`config.mk`:
```
export PLATFORM = sky130hd
export DESIGN_NAME = serial_subtractor
export DESIGN_NICKNAME = d
export VERILOG_FILES = /design/src/rtl/serial_subtractor.sv
export SDC_FILE = /design/constraint.sdc
export NUM_CORES = 1
export LEC_CHECK = 0
export ABC_AREA = 1
export CAP_MARGIN = 25
export CORE_MARGIN = 5
export CORE_UTILIZATION = 34
export DETAILED_ROUTE_END_ITERATION = 16
export GPL_ROUTABILITY_DRIVEN = 1
export PLACE_DENSITY = 0.67
export RECOVER_POWER = 50
export SYNTH_ARGS = -nofsm -noshare
export SYNTH_HDL_FRONTEND = slang
export SYNTH_SLANG_ARGS = --single-unit
```
`constraint.sdc`:
```
create_clock -name clk -period 1.6 [get_ports clk]
set_clock_uncertainty 0.15 [all_clocks]
set_input_delay 0.48 -clock clk [delete_from_list [all_inputs] [get_ports clk]]
set_output_delay 0.48 -clock clk [all_outputs]
set_load 0.005 [all_outputs]
```
`src/rtl/serial_subtractor.sv`:
```
`default_nettype none
// ============================================================================
// Module   : serial_subtractor
// Purpose  : Bit-serial unsigned a-b, one bit per clock (LSB first), with
//            busy/done handshake. SERIAL_SUBTRACTOR_SAT_EN clamps diff to 0
//            whenever the result borrows.
// Revision : 1.0 - initial release
// ============================================================================
module serial_subtractor #(
  parameter int WIDTH = 8
) (
  input  logic             clk,
  input  logic             rst,
  input  logic             start,
  input  logic [WIDTH-1:0] a,
  input  logic [WIDTH-1:0] b,
  output logic             busy,
  output logic             done,
  output logic [WIDTH-1:0] diff,
  output logic             borrow
);

  localparam int                 c_CNT_W = $clog2(WIDTH);
  localparam logic [c_CNT_W-1:0] c_LAST  = c_CNT_W'(WIDTH - 1);

  typedef enum logic [1:0] {
    S_IDLE = 2'd0,
    S_RUN  = 2'd1,
    S_DONE = 2'd2
  } state_t;

  state_t             r_state;
  state_t             w_next;
  logic [WIDTH-1:0]   r_a;
  logic [WIDTH-1:0]   r_b;
  logic [WIDTH-1:0]   r_res;
  logic [c_CNT_W-1:0] r_cnt;
  logic               r_carry;
  logic               r_done;
  logic [WIDTH-1:0]   r_diff;
  logic               r_borrow;
  logic               w_nb;
  logic               w_sum;
  logic               w_cout;
  logic [WIDTH-1:0]   w_final;

  always_ff @(posedge clk) begin
    if (rst) begin
      r_state <= S_IDLE;
    end else begin
      r_state <= w_next;
    end
  end

  always_comb begin
    w_next = r_state;
    case (r_state)
      S_IDLE:  if (start) w_next = S_RUN;
      S_RUN:   if (r_cnt == c_LAST) w_next = S_DONE;
      S_DONE:  w_next = S_IDLE;
      default: w_next = S_IDLE;
    endcase
  end

  // Subtraction as a + ~b + 1: the carry is seeded with 1 on accept.
  assign w_nb   = ~r_b[0];
  assign w_sum  = r_a[0] ^ w_nb ^ r_carry;
  assign w_cout = (r_a[0] & w_nb) | (r_carry & (r_a[0] ^ w_nb));

`ifdef SERIAL_SUBTRACTOR_SAT_EN
  assign w_final = r_carry ? r_res : '0;
`else
  assign w_final = r_res;
`endif

  always_ff @(posedge clk) begin
    if (rst) begin
      r_a      <= '0;
      r_b      <= '0;
      r_res    <= '0;
      r_cnt    <= '0;
      r_carry  <= 1'b0;
      r_done   <= 1'b0;
      r_diff   <= '0;
      r_borrow <= 1'b0;
    end else begin
      r_done <= 1'b0;
      case (r_state)
        S_IDLE: begin
          if (start) begin
            r_a     <= a;
            r_b     <= b;
            r_cnt   <= '0;
            r_carry <= 1'b1;
          end
        end
        S_RUN: begin
          r_a     <= r_a >> 1;
          r_b     <= r_b >> 1;
          r_res   <= {w_sum, r_res[WIDTH-1:1]};
          r_carry <= w_cout;
          r_cnt   <= r_cnt + 1'b1;
        end
        S_DONE: begin
          r_diff   <= w_final;
          r_borrow <= ~r_carry;
          r_done   <= 1'b1;
        end
        default: ;
      endcase
    end
  end

  assign busy   = (r_state == S_RUN);
  assign done   = r_done;
  assign diff   = r_diff;
  assign borrow = r_borrow;

endmodule
`default_nettype wire

```
# After elaboration in Yosys (flattened, before gate mapping)
# Index checks and enable logic that the tools add are counted.
# Widths: inputs -> output; s select.
[totals] regBits=40 inputBits=19
[op_classes] addsub=1 n_eq_ne=5 n_mux=12 bitwise_logic=7 n_reduce_logical=4
[op_table] operator="$pmux 8 s2" count=2
[op_table] operator="$mux 8" count=2
[op_table] operator="$pmux 3 s2" count=1
[op_table] operator="$mux 2" count=2
[op_table] operator="$pmux 2 s2" count=1
[op_table] operator="$reduce_and 2->1" count=2
[op_table] operator="$add 3x1->3 const B" count=1
[op_table] operator="$eq 3x3->1 const B" count=1
[op_table] operator="$mux 3" count=1
[op_table] operator="$and 1x1->1" count=2
[op_table] operator="$eq 2x1->1 const B" count=1
[op_table] operator="$eq 2x2->1 const B" count=1
[op_table] operator="$logic_not 2->1" count=1
[op_table] operator="$mux 1" count=2
[op_table] operator="$ne 2x1->1 const B" count=1
[op_table] operator="$ne 2x2->1 const B" count=1
[op_table] operator="$not 1->1" count=2
[op_table] operator="$pmux 1 s2" count=1
[op_table] operator="$reduce_bool 2->1" count=1
[op_table] operator="$xor 1x1->1" count=2
[op_table] operator="$or 1x1->1" count=1

# Longest topological paths before layout
# Gate-level depths: netlist of run 1.
[depth] depth_word=5 mapped_depth=7 depth_no_buf=6

# Least setup slack after synthesis of run 1
# OpenSTA, ideal clock, no wires.
[synth_timing] kind="flip-flop to output port" from="reg r_state[0]" to="out busy" t_arrival_ns=0.747 required_ns=0.970 setup_slack_ns=0.223 path_stages_with_launch=5 cell_sequence="dfxtp_1 > buf_6 > inv_2 > nor2_4 > buf_6"
[synth_via] elab_chain_cells=1
[synth_lines] item="from (decl)" line="32" source="state_t r_state;"
[synth_lines] item="from (signal assigned)" line="51" source="r_state <= w_next;"
[synth_lines] item="$eq 2x1->1" line="114" source="assign busy = (r_state == S_RUN);"
[synth_lines] item="to (decl)" line="17" source="output logic busy,"
# Every way passes these cells.

# Worst setup path after layout of run 1
# Ends and elaborated chain as after synthesis.

==> out/qor.yml, run 1 <==
sta:
  fin_ws_ns: 0.111
  fmax_mhz: 672
  setup_violations: 0
  slew_viol_final: 0
  finalCritPeriodShare: 0.931
  fin_crit_ns: 1.49
  whs_ns: 0.322
  tightest_slew_ns: 0.408
  finalHoldViolations: 0
  grt_setup_unrepaired: "no"
  maxSlewHeadroom: 0.728
cells_and_area:
  fin_cells: 358
  area_growth_pct: 24.2
  drive_above_1_share: 0.111
  final_core_util: 0.438
  final_common_cell: "nor2_1"
  postLayoutCellArea_um2: 2250
  diodes: 0
  mostFrequentLayoutCells: "66 x nor2_1, 65 x nand2_1, 38 x dfxtp_1, 18 x inv_1"
  nets: 310
critical_path:
  critPathLaunchType: "register"
  r2r_end: "r_a[2]"
  setup.worst_path.end_class: "output port"
  cp_max_fo: 2
  r2r_start: "r_state[0]"
  crit_path_end: "busy"
  r2r_slack_ns: 0.27
  r2r_cells: 6
  crit_type: "register to output port"
  critical_path_required_ns: 0.97
  crit_start: "r_state[0]"
  arrival_ns: 0.86
power:
  swShare: 0.245
  power_frac_clock: 0.331
  powerDensity_nw_per_um2: 932
  leakage_nw: 1.04
  internal_power_w: 0.00158
  switchingPower_w: 0.000514
  peakVddDrop_mv: 0.412
  seqPwrFrac: 0.520
  p_comb_frac: 0.149
detailed_routing:
  num_vias: 1542
  wl_per_cell_um: 9.74
  wl_um: 3490
  drt_first_pass_iters: 4
  drt-initial-drc-count: 107
  avgViaCountPerCell: 4.31
  ant_nets: 0
  drc: 0
synthesis:
  syn-mean-instance-area_um2: 7.08
  yosysSeqAreaShare: 0.442
  synth_area_leader_cell: "dfxtp_1"
  syn_nets: 278
  ys_types: 21
  synth_top_area_share: 0.442
  syn_area_um2: 1810
  ys_top_cells_by_area: "dfxtp_1 44%, nor2_1 14%, nand2_1 13%"
  ys_ff_latch: 40
  synthCells: 256
  synth_warnings: 0
run_status:
  outcome: "completed"
grt:
  grt_pass1_vias: 1446
  grt_max_degree: 35
  grt_util_all_layers: 0.108
  grt_pass1_wl_um: 6340
  globalRouteOverflowTotal: 0
  antenna_found_initial: 0
place:
  dp.final_hpwl_um: 2480
  place_congestion: 0.725
  io_buffers: 29
  place_inst: 351
  pre_cts_ws_ns: -0.138
  place_area_um2: 2170
die:
  die_h_um: 83.0
  floorplan.initialDensity: 0.353
  coreArea_um2: 5140
  die_w_um: 83.0
  rows: 26
  io_pins: 30
  dieArea_um2: 6890
clock_tree:
  cts.hold.buffers_added: 0
  cts_made_buffers: 5
  cts_sinks: 40
  cts_tree: "yes"
  clkLatencyLatePin_ns: 0.28
  cts_root_buffer: "clkbuf_8"
  clk_pin_slew_worst_paths_ns: 0.07
  cts.path.max_buffers: 2
  cts_max_level: 2
hold_path:
  min_path_type: "register to register"
run:
  max-cap-violations: 0
-- worst max-delay path: stages, from the launching register on --
cell     delay [ns]
dfxtp_2        0.33
inv_2          0.04
nor2_4         0.09
buf_2          0.12
-- flip-flops by register name (all words and copies together), names as in the netlist --
signal	flops
r_carry	1
r_cnt	3
borrow	1
r_a	8
done	1
diff	8
r_res	8
r_state	2
r_b	8
-- cell type report --
type,count,area [um2]
fillers,574,2890
multi-input cells,181,816
flip-flops and latches,40,803
repair buffers,39,369
clock buffers,7,96.3
well taps,70,87.6
inverters,21,78.8
-- cells in the mapped netlist, drive strengths merged --
library cell / count
a21oi: 6
buf: 13
clkbuf: 1
clkinv: 1
dfxtp: 40
fa: 1
ha: 2
inv: 20
nand2: 70
nand3: 16
nor2: 67
nor3: 1
o21ai: 18
-- metrics by stage --
step,setup TNS (ns),power [W]
2_1_floorplan,0,0.00135
3_3_place_gp,-2.04,0.00143
3_5_place_dp,-2.40,0.00143
4_1_cts,0,0.00212
5_1_grt,0,0.00223
6_report,0,0.00210
-- repair_timing --
item / CTS / global route
endpoints found under the setup margin: 11 / 0
gates resized for setup: 16 / 0
buffers inserted: 0 / 0
-- power by group through the flow --
stage	registers, W	clock network [W]	logic [W]
after CTS	0.00109	0.000713	0.000321
after floorplan	0.00111	0	0.000241
after global placement	0.00111	0	0.000317
after global routing	0.00110	0.000761	0.000367
after detailed placement	0.00111	0	0.000322
final	0.00109	0.000694	0.000313
-- logic make-up after synthesis --
kind of cell,after synthesis,synth area share
and+or+nand+nor,154,0.344
DFF,40,0.442
buffers and inverters,35,0.108
AOI/OAI and AO/OA,24,0.0807
adders and majority gates,3,0.0248
-- worst min path at each step --
stage	startpoint	to	slack, ns	depth (start not counted)
after floorplan	r_a[7]	r_a[7]	0.29	2
after global placement	r_a[7]	r_a[7]	0.31	2
after detailed placement	r_b[7]	r_b[7]	0.31	2
after CTS	r_b[7]	r_b[7]	0.32	2
after global routing	r_cnt[1]	r_cnt[1]	0.33	2
final	r_b[7]	r_b[7]	0.32	2
-- layer usage --
layer	wire [um]	global-route usage	up-vias	part of all wire
li1	-	-	842	-
met1	1580	0.127	679	0.45
met2	1740	0.190	17	0.50
met3	124	0.0287	4	0.036
met4	44	0.0357	0	0.013
met5	0	0	-	0
Note: power is estimated with default switching activity, not from simulation.
==> run 2: changes to the inputs <==
--- a/config.mk
+++ b/config.mk
@@ -7,10 +7,12 @@
 export LEC_CHECK = 0
 export ABC_AREA = 1
 export CAP_MARGIN = 25
+export CORE_ASPECT_RATIO = 0.75
 export CORE_MARGIN = 5
 export CORE_UTILIZATION = 34
 export DETAILED_ROUTE_END_ITERATION = 16
 export GPL_ROUTABILITY_DRIVEN = 1
+export MAX_ROUTING_LAYER = met4
 export PLACE_DENSITY = 0.67
 export RECOVER_POWER = 50
 export SYNTH_ARGS = -nofsm -noshare
==> run 2 against run 1 <==
Final cell count rose by 1.4%. Wire length fell by 0.40%. Largest cell class unchanged. Sequential share of layout area rose by 0.10 points. Register-to-register slack barely moved. Critical endpoint unchanged. Sequential power barely moved. Worst hold slack improved by 0.0035 ns. Sequential cell count did not move. Largest power group unchanged. Highest routed layer unchanged. Total power rose by 0.25%. First-iteration DRC count rose by 21%. Fmax fell by 1.1%.
==> out/qor.yml, run 2 (synthesis gave the netlist of run 1 again) <==
sta:
  setup_violations: 0
  fin_ws_ns: 0.0948
  tightest_slew_ns: 0.399
  finalCritPeriodShare: 0.941
  slew_viol_final: 0
  maxSlewHeadroom: 0.734
  fmax_mhz: 664
  fin_crit_ns: 1.51
  tns_ns: 0
  whs_ns: 0.325
  finalHoldViolations: 0
  grt_setup_unrepaired: "no"
die:
  rows: 23
  coreArea_um2: 5270
  floorplan.initialDensity: 0.344
  io_pins: 30
  die_h_um: 73.2
  die_w_um: 94.3
  dieArea_um2: 6910
place:
  dp.final_hpwl_um: 2400
  place_congestion: 0.718
  io_buffers: 29
  pre_cts_ws_ns: -0.211
power:
  powerDensity_nw_per_um2: 939
  peakVddDrop_mv: 0.281
  leakage_nw: 1.03
clock_tree:
  clk_pin_slew_worst_paths_ns: 0.07
  cts.path.max_buffers: 2
  cts_made_buffers: 5
  cts_setup_buffers: 0
  cts_sinks: 40
  clkLatencyLatePin_ns: 0.28
  cts_tree: "yes"
  cts.hold.buffers_added: 0
  cts_max_level: 2
  cts_root_buffer: "clkbuf_8"
  cts_resized: 15
critical_path:
  critical_path_required_ns: 0.97
  cp_max_fo: 2
  crit_start: "r_state[0]"
  r2r_start: "r_state[1]"
  crit_type: "register to output port"
  critPathLaunchType: "register"
  setup.worst_path.end_class: "output port"
  arrival_ns: 0.88
detailed_routing:
  num_vias: 1528
  wl_per_cell_um: 9.57
  wl_met2_um: 1420
  avgViaCountPerCell: 4.21
  top_layer: "met4"
  drt_first_pass_iters: 5
  wl_met3_um: 127
  wl_um: 3470
  drc: 0
  wl_met1_um: 1820
  ant_nets: 0
  drt-initial-drc-count: 129
cells_and_area:
  nets: 310
  diodes: 0
  mostFrequentLayoutCells: "66 x nor2_1, 65 x nand2_1, 39 x dfxtp_1, 18 x inv_1"
  drive_above_1_share: 0.108
  area_growth_pct: 23.6
  final_common_cell: "nor2_1"
run_status:
  outcome: "completed"
grt:
  antenna_found_initial: 0
  grt_max_degree: 30
  grt_pass1_vias: 1489
  grt_util_all_layers: 0.122
  grt_pass1_wl_um: 6470
  globalRouteOverflowTotal: 0
hold_path:
  hp-start: "r_a[7]"
  min_path_type: "register to register"
run:
  max-cap-violations: 0
[run 2: changes by cell type in the layout (fill, tap and decap cells not counted)]
cell      before  now
dfxtp_1       38   39
buf_12         2    1
clkbuf_4       0    1
clkbuf_2       0    1
buf_4          7    6
dfxtp_2        2    1
[run 2: path summary, 6_finish.rpt]
kind / endpoint / slack, ns / depth (start not counted)
hold reg to reg: r_a[7] / 0.33 / 2
setup / recovery: busy / 0.09 / 3
hold / removal: r_a[7] / 0.33 / 2
setup reg to reg: r_b[6] / 0.26 / 7
[run 2: per-stage QoR]
stage | util | power (W) | instances | instance area, um2
3_3_place_gp | 0.411 | 0.00142 | 356 | 2170
3_5_place_dp | 0.411 | 0.00143 | 356 | 2170
2_1_floorplan | - | 0.00135 | 256 | 1810
5_1_grt | 0.426 | 0.00225 | 363 | 2240
4_1_cts | 0.427 | 0.00214 | 363 | 2250
6_report | 0.426 | 0.00210 | 363 | 2240
[run 2: layout make-up]
type                    count  area [um2]
repair buffers             39         354
inverters                  21        78.8
flip-flops and latches     40         802
fillers                   545        3030
multi-input cells         181         816
well taps                  75        93.8
clock buffers               7        96.3
[run 2: metal layers]
metal | vias up | GRT usage
met5 | - | -
met4 | 0 | 0.0657
met3 | 11 | 0.0299
met2 | 29 | 0.178
met1 | 644 | 0.156
li1 | 844 | -
[run 2: worst max-delay path: stages (launching register included)]
cell	delay [ns]
dfxtp_2	0.33
inv_2	0.04
nor2_4	0.09
buf_2	0.12
[run 2: where the power goes]
part	switching (W)	internal (W)	total, W
registers	0.0000331	0.00106	0.00109
clock network	0.000320	0.000384	0.000703
logic	0.000170	0.000139	0.000309
total	0.000523	0.00158	0.00210
